===== src/rtl/ring_port_arbiter.sv =====
// Three-way ring port arbiter: round-robin packet grant and wormhole lock until tail. Registered flit out, latency 1.
// POP is never asserted while DST_FULL is high. Optional watchdog (ARB_WATCHDOG_EN) unlocks a stalled owner.
module ring_port_arbiter #(
  parameter logic [7:0] WD_LIMIT = 8'd255
) (
  input  logic        CLK,
  input  logic        RST,
  input  logic [2:0]  EMPTY,
  input  logic [18:0] DIN0,
  input  logic [18:0] DIN1,
  input  logic [18:0] DIN2,
  input  logic        DST_FULL,
  output logic [2:0]  POP,
  output logic [18:0] DOUT,
  output logic        DOUT_VALID,
  output logic        LOCKED,
  output logic [1:0]  OWNER,
  output logic        PROTO_ERR,
  output logic        TIMEOUT
);

  typedef enum logic {
    S_IDLE   = 1'b0,
    S_LOCKED = 1'b1
  } state_t;

  localparam logic [1:0] CTRL_IDLE = 2'b00;
  localparam logic [1:0] CTRL_HEAD = 2'b01;
  localparam logic [1:0] CTRL_BODY = 2'b10;
  localparam logic [1:0] CTRL_TAIL = 2'b11;

  function automatic logic [1:0] inc3(input logic [1:0] v);
    return (v == 2'd2) ? 2'd0 : v + 2'd1;
  endfunction

  state_t      state_q, state_d;
  logic [1:0]  rr_ptr_q, rr_ptr_d;
  logic [1:0]  owner_q, owner_d;
  logic [18:0] dout_q, dout_d;
  logic        dout_vld_q, dout_vld_d;
  logic        proto_err_q, proto_err_d;

  logic [1:0]  idx1, idx2;
  logic        grant_vld;
  logic [1:0]  grant_idx;
  logic        pop_en;
  logic [1:0]  pop_idx;
  logic [18:0] sel_flit;
  logic [1:0]  sel_ctrl;
  logic        fwd;

  // Round-robin search starting at rr_ptr, wrapping modulo 3.
  always_comb begin
    idx1      = inc3(rr_ptr_q);
    idx2      = inc3(idx1);
    grant_vld = 1'b1;
    grant_idx = rr_ptr_q;
    if (!EMPTY[rr_ptr_q]) begin
      grant_idx = rr_ptr_q;
    end else if (!EMPTY[idx1]) begin
      grant_idx = idx1;
    end else if (!EMPTY[idx2]) begin
      grant_idx = idx2;
    end else begin
      grant_vld = 1'b0;
    end
  end

  always_comb begin
    pop_idx = (state_q == S_IDLE) ? grant_idx : owner_q;
    pop_en  = 1'b0;
    if (!RST && !DST_FULL) begin
      pop_en = (state_q == S_IDLE) ? grant_vld : !EMPTY[owner_q];
    end
    POP = pop_en ? (3'b001 << pop_idx) : 3'b000;
    case (pop_idx)
      2'd0:    sel_flit = DIN0;
      2'd1:    sel_flit = DIN1;
      default: sel_flit = DIN2;
    endcase
    sel_ctrl = sel_flit[17:16];
  end

`ifdef ARB_WATCHDOG_EN
  logic [7:0] wd_cnt_q, wd_cnt_d;
  logic       timeout_q, timeout_d;
`endif

  always_comb begin
    state_d     = state_q;
    rr_ptr_d    = rr_ptr_q;
    owner_d     = owner_q;
    proto_err_d = proto_err_q;
    fwd         = 1'b0;
    if (pop_en) begin
      if (state_q == S_IDLE) begin
        owner_d = grant_idx;
        case (sel_ctrl)
          CTRL_HEAD: begin
            state_d = S_LOCKED;
            fwd     = 1'b1;
          end
          CTRL_BODY, CTRL_TAIL: begin
            fwd         = 1'b1;
            proto_err_d = 1'b1;
            rr_ptr_d    = inc3(grant_idx);
          end
          default: fwd = 1'b0;
        endcase
      end else begin
        case (sel_ctrl)
          CTRL_BODY: fwd = 1'b1;
          CTRL_TAIL: begin
            fwd      = 1'b1;
            state_d  = S_IDLE;
            rr_ptr_d = inc3(owner_q);
          end
          CTRL_HEAD: begin
            fwd         = 1'b1;
            proto_err_d = 1'b1;
          end
          default: fwd = 1'b0;
        endcase
      end
    end
    dout_d     = fwd ? sel_flit : dout_q;
    dout_vld_d = fwd;

`ifdef ARB_WATCHDOG_EN
    wd_cnt_d  = wd_cnt_q;
    timeout_d = timeout_q;
    // An owner with nothing to send while locked counts toward the stall limit.
    if ((state_q == S_LOCKED) && EMPTY[owner_q]) begin
      if ((wd_cnt_q + 8'd1) == WD_LIMIT) begin
        state_d   = S_IDLE;
        timeout_d = 1'b1;
        rr_ptr_d  = inc3(owner_q);
        wd_cnt_d  = 8'd0;
      end else begin
        wd_cnt_d = wd_cnt_q + 8'd1;
      end
    end else if (pop_en || (state_d != S_LOCKED)) begin
      wd_cnt_d = 8'd0;
    end
`endif
  end

  always_ff @(posedge CLK) begin
    if (RST) begin
      state_q     <= S_IDLE;
      rr_ptr_q    <= 2'd0;
      owner_q     <= 2'd0;
      dout_q      <= 19'h0;
      dout_vld_q  <= 1'b0;
      proto_err_q <= 1'b0;
`ifdef ARB_WATCHDOG_EN
      wd_cnt_q    <= 8'd0;
      timeout_q   <= 1'b0;
`endif
    end else begin
      state_q     <= state_d;
      rr_ptr_q    <= rr_ptr_d;
      owner_q     <= owner_d;
      dout_q      <= dout_d;
      dout_vld_q  <= dout_vld_d;
      proto_err_q <= proto_err_d;
`ifdef ARB_WATCHDOG_EN
      wd_cnt_q    <= wd_cnt_d;
      timeout_q   <= timeout_d;
`endif
    end
  end

  assign DOUT       = dout_q;
  assign DOUT_VALID = dout_vld_q;
  assign LOCKED     = (state_q == S_LOCKED);
  assign OWNER      = owner_q;
  assign PROTO_ERR  = proto_err_q;

`ifdef ARB_WATCHDOG_EN
  assign TIMEOUT = timeout_q;
`else
  // Without the watchdog the limit has no consumer.
  logic unused_wd_limit;
  assign unused_wd_limit = ^WD_LIMIT;
  assign TIMEOUT = 1'b0;
`endif

endmodule


===== config.mk =====
export PLATFORM = sky130hd
export DESIGN_NAME = ring_port_arbiter
export DESIGN_NICKNAME = d
export VERILOG_FILES = /design/src/rtl/ring_port_arbiter.sv
export SDC_FILE = /design/constraint.sdc
export NUM_CORES = 1
export LEC_CHECK = 0
export BUFFER_PORTS_ARGS = -buffer_cell sky130_fd_sc_hd__buf_2
export CAP_MARGIN = 20
export CORE_UTILIZATION = 49
export CTS_CLUSTER_SIZE = 14
export DETAILED_ROUTE_END_ITERATION = 8
export GPL_ROUTABILITY_DRIVEN = 0
export PLACE_DENSITY_LB_ADDON = 0.2
export SLEW_MARGIN = 10
export SYNTH_ARGS = -nofsm -noshare
export SYNTH_HDL_FRONTEND = slang
export SYNTH_SLANG_ARGS = --single-unit

===== constraint.sdc =====
create_clock -name CLK -period 3.2 [get_ports CLK]
set_input_delay 0.48 -clock CLK [delete_from_list [all_inputs] [get_ports CLK]]
set_output_delay 0.48 -clock CLK [all_outputs]
set_load 0.005 [all_outputs]

==> metrics.md <==
| Metric | Value |
|---|---|
| Largest family of logic cells by synthesized area | multiplexers |
| Total Wirelength | 4050 um |
| Slowest CP cell | dfxtp_1 |
| Kind of critical path | reg -> out |
| Yosys reg bits | 26 |
| Pwr Total | around 820 uW |
| Clock Pin Slew Worst Setup and Hold Paths | roughly 140 ps |
| Mapped cell area | about 0.0017 mm2 |
| Tightest Hold Check Type | reg -> reg |
| Drt first pass iters | 4 |
| N_diodes | 0 |
| Fmax | between 300 and 400 MHz |
| Cell count along the critical path | 5 |
| Post-synthesis xor/xnor area fraction | 0% |
| H-Tree Depth | 1 |
| PwrDens | 370 mW/mm2 |
| Sum of buffers and inverters on the critical path | 1 |
| Area share of fa/ha/maj cells after synthesis | 0% |
| Seq/Total Area, Yosys | a little under a third |
| Maximum clock path buffer count | 2 |
| Core area | between 0.003 and 0.004 mm2 |
| CTS tree | built |
| Largest net degree at the start of global routing | 25 |
| Row count | 21 |
| Final ANT Viol Nets | 0 |
| Die height | approximately 61 um |
| Worst r2r dst | DOUT[4]$_SDFFE_PP0P_ |
| Vias per inst | about 5.2 |
| Max incr delay on CP | 680 ps |
| Netlist cell types | 38 |
| Async SR Flop Fraction | 0% |
| CP arrival | between 2000 and 2500 ps |
| Leakage | about 1.2 nW |
| Die area | about 0.0038 mm2 |
| Critical-path cell list | and4b_1 -> a211o_1 -> a31oi_4 -> and3_1 -> buf_2 |
| # hold bufs at CTS | 0 |
| Synth Area in Compound Gates | about a fifth |
| Syn_area_per_cell | approximately 9 um2 |
| Max Cap Viol | 0 |
| Post-synth EDFFs | 0 |
| Most frequent cells in the layout | 89 x buf_2, 26 x dfxtp_1, 24 x a21oi_1 |
| DR iter-0 viols | 69 |
| Final number of max-transition violations | 0 |
| Root Buffer | clkbuf_4 |
| Setup violations, final | 0 |
| Critical path destination | POP[2] |
| Status | complete, no violations |
| RSZ-0062 raised after global routing | no |
| Vias | approximately 1700 |
| Initial core utilization | about half |
| Antenna violations before repair | 0 |
| Normalized max-slew margin | between 60% and 70% |
| Synth Instances | 193 |
| Clock Latency Late Sink | 310 ps |
| Setup_tns | 0 ps |
| Post-DP HPWL | 3090 um |
| First-pass GRT wire length | about 6400 um |
| Fin crit share | approximately 86% |
| Final global-route overflow total | 0 |
| Crit start category | register |
| Vias in the first global route | 1510 |
| R2r setup slk | ~700 ps |
| I/O Pins | 91 |
| Yosys warning total | 0 |
| Mux contribution to synthesized area | approximately a quarter |
| Post-Synth Simple-Gate Area | between 15 and 20% |
| IO Port Bufs | 89 |
| Num Clock Sinks | 26 |
| Share of cells above drive strength 1 | between 40% and 50% |
| Die X | 61.4 um |
| Nets@finish | between 300 and 400 |
| Post-route DRC violation count | 0 |
| Syn_nets | ~260 |
| Worst vdd ir | 269 uV |
| R2r worst-path depth | 6 |
| Required @ worst endpoint | 2720 ps |
| Minimum clock period | 2750 ps |
| GRT Util Overall | between 20% and 30% |
| Top Family by Delay on Critical Path | flip-flops |
| DR WL/cell | roughly 13 um |
| CP Capture Type | primary output |
| Setup Buffers After CTS | 0 |
| Worst slew pin tran | between 500 and 600 ps |
| CTS Buf Count | 3 |
| Final hold vios | 0 |
| Commonest non-fill, non-tap cell in the layout | buf_2 |
| CTS resizes | 0 |
| Post-synth top flop | dfxtp_1 |
| Final Skew | 5.62 ps |
| Area Growth Syn to Fin | 28.9% |
| CP Max Fanout | 12 |
[where the power goes]
group / total [mW] / switching, mW / internal (mW)
Sequential: 0.382 / 0.0237 / 0.359
Clock: 0.165 / 0.0959 / 0.0695
Combinational: 0.277 / 0.126 / 0.150
[through the flow]
stage	hold WS (ps)	std cells	setup WS [ps]	area (um2)	utilization, %
2_1_floorplan	457	193	871	1730	-
3_3_place_gp	454	319	681	2190	65.2
3_5_place_dp	463	319	662	2190	65.2
4_1_cts	498	323	476	2230	66.3
5_1_grt	530	323	381	2230	66.3
6_report	487	323	454	2230	66.3
[layer usage]
layer | part of all wire [%] | track usage [%]
met4 | 1.5 | 7.62
met1 | 43 | 27.5
met2 | 50 | 40.5
met5 | 0 | 0
met3 | 5.2 | 3.36
[cells by family after synthesis]
kind of cell,count (synthesis)
AOI/OAI and AO/OA,49
buffers and inverters,20
DFF,26
muxes,39
other,1
and+or+nand+nor,58
[area by class of cell]
| cell class | instances | area [um2] |
|---|---|---|
| Sequential cell | 26 | 520 |
| Timing Repair Buffer | 93 | 488 |
| Clock buffer | 4 | 36.3 |
| Tap cell | 46 | 57.6 |
| Multi-Input combinational cell | 147 | 1100 |
| Inverter | 7 | 26.3 |
| Fill cell | 330 | 1130 |
[worst min-delay path by stage]
stage	depth (start not counted)	to	slack [ps]	from
2_1_floorplan	2	PROTO_ERR$_SDFFE_PP0P_	460	PROTO_ERR$_SDFFE_PP0P_
3_3_place_gp	2	PROTO_ERR$_SDFFE_PP0P_	450	PROTO_ERR$_SDFFE_PP0P_
3_5_place_dp	2	PROTO_ERR$_SDFFE_PP0P_	460	PROTO_ERR$_SDFFE_PP0P_
4_1_cts	2	DOUT[16]$_SDFFE_PP0P_	500	DOUT[16]$_SDFFE_PP0P_
5_1_grt	2	DOUT[16]$_SDFFE_PP0P_	530	DOUT[16]$_SDFFE_PP0P_
6_report	2	PROTO_ERR$_SDFFE_PP0P_	490	PROTO_ERR$_SDFFE_PP0P_
[worst min-delay path, cell delays in order (launching register included)]
cell      delay (ps)
dfxtp_1          360
nand2_1           50
o311ai_1          60
[flip-flops by register name, indices dropped and copies added, names as in the netlist, named ones only]
name,flops
rr_ptr_q,2
PROTO_ERR,1
OWNER,2
DOUT_VALID,1
DOUT,19
[Yosys cell counts (all sizes together), types with 2 or more instances]
cell type	n	share of area, %
dfxtp	26	30
a21oi	24	6.9
nor2	23	5.0
mux2i	22	13
nor2b	18	6.5
mux2	17	13
buf	10	4.1
o21ai	9	2.6
nand2	8	1.7
inv	7	1.5
clkbuf	3	0.65
o211ai	3	1.3
a31oi	2	1.6
nand2b	2	0.72
or4	2	0.87
(Power assumes the default switching activity.)
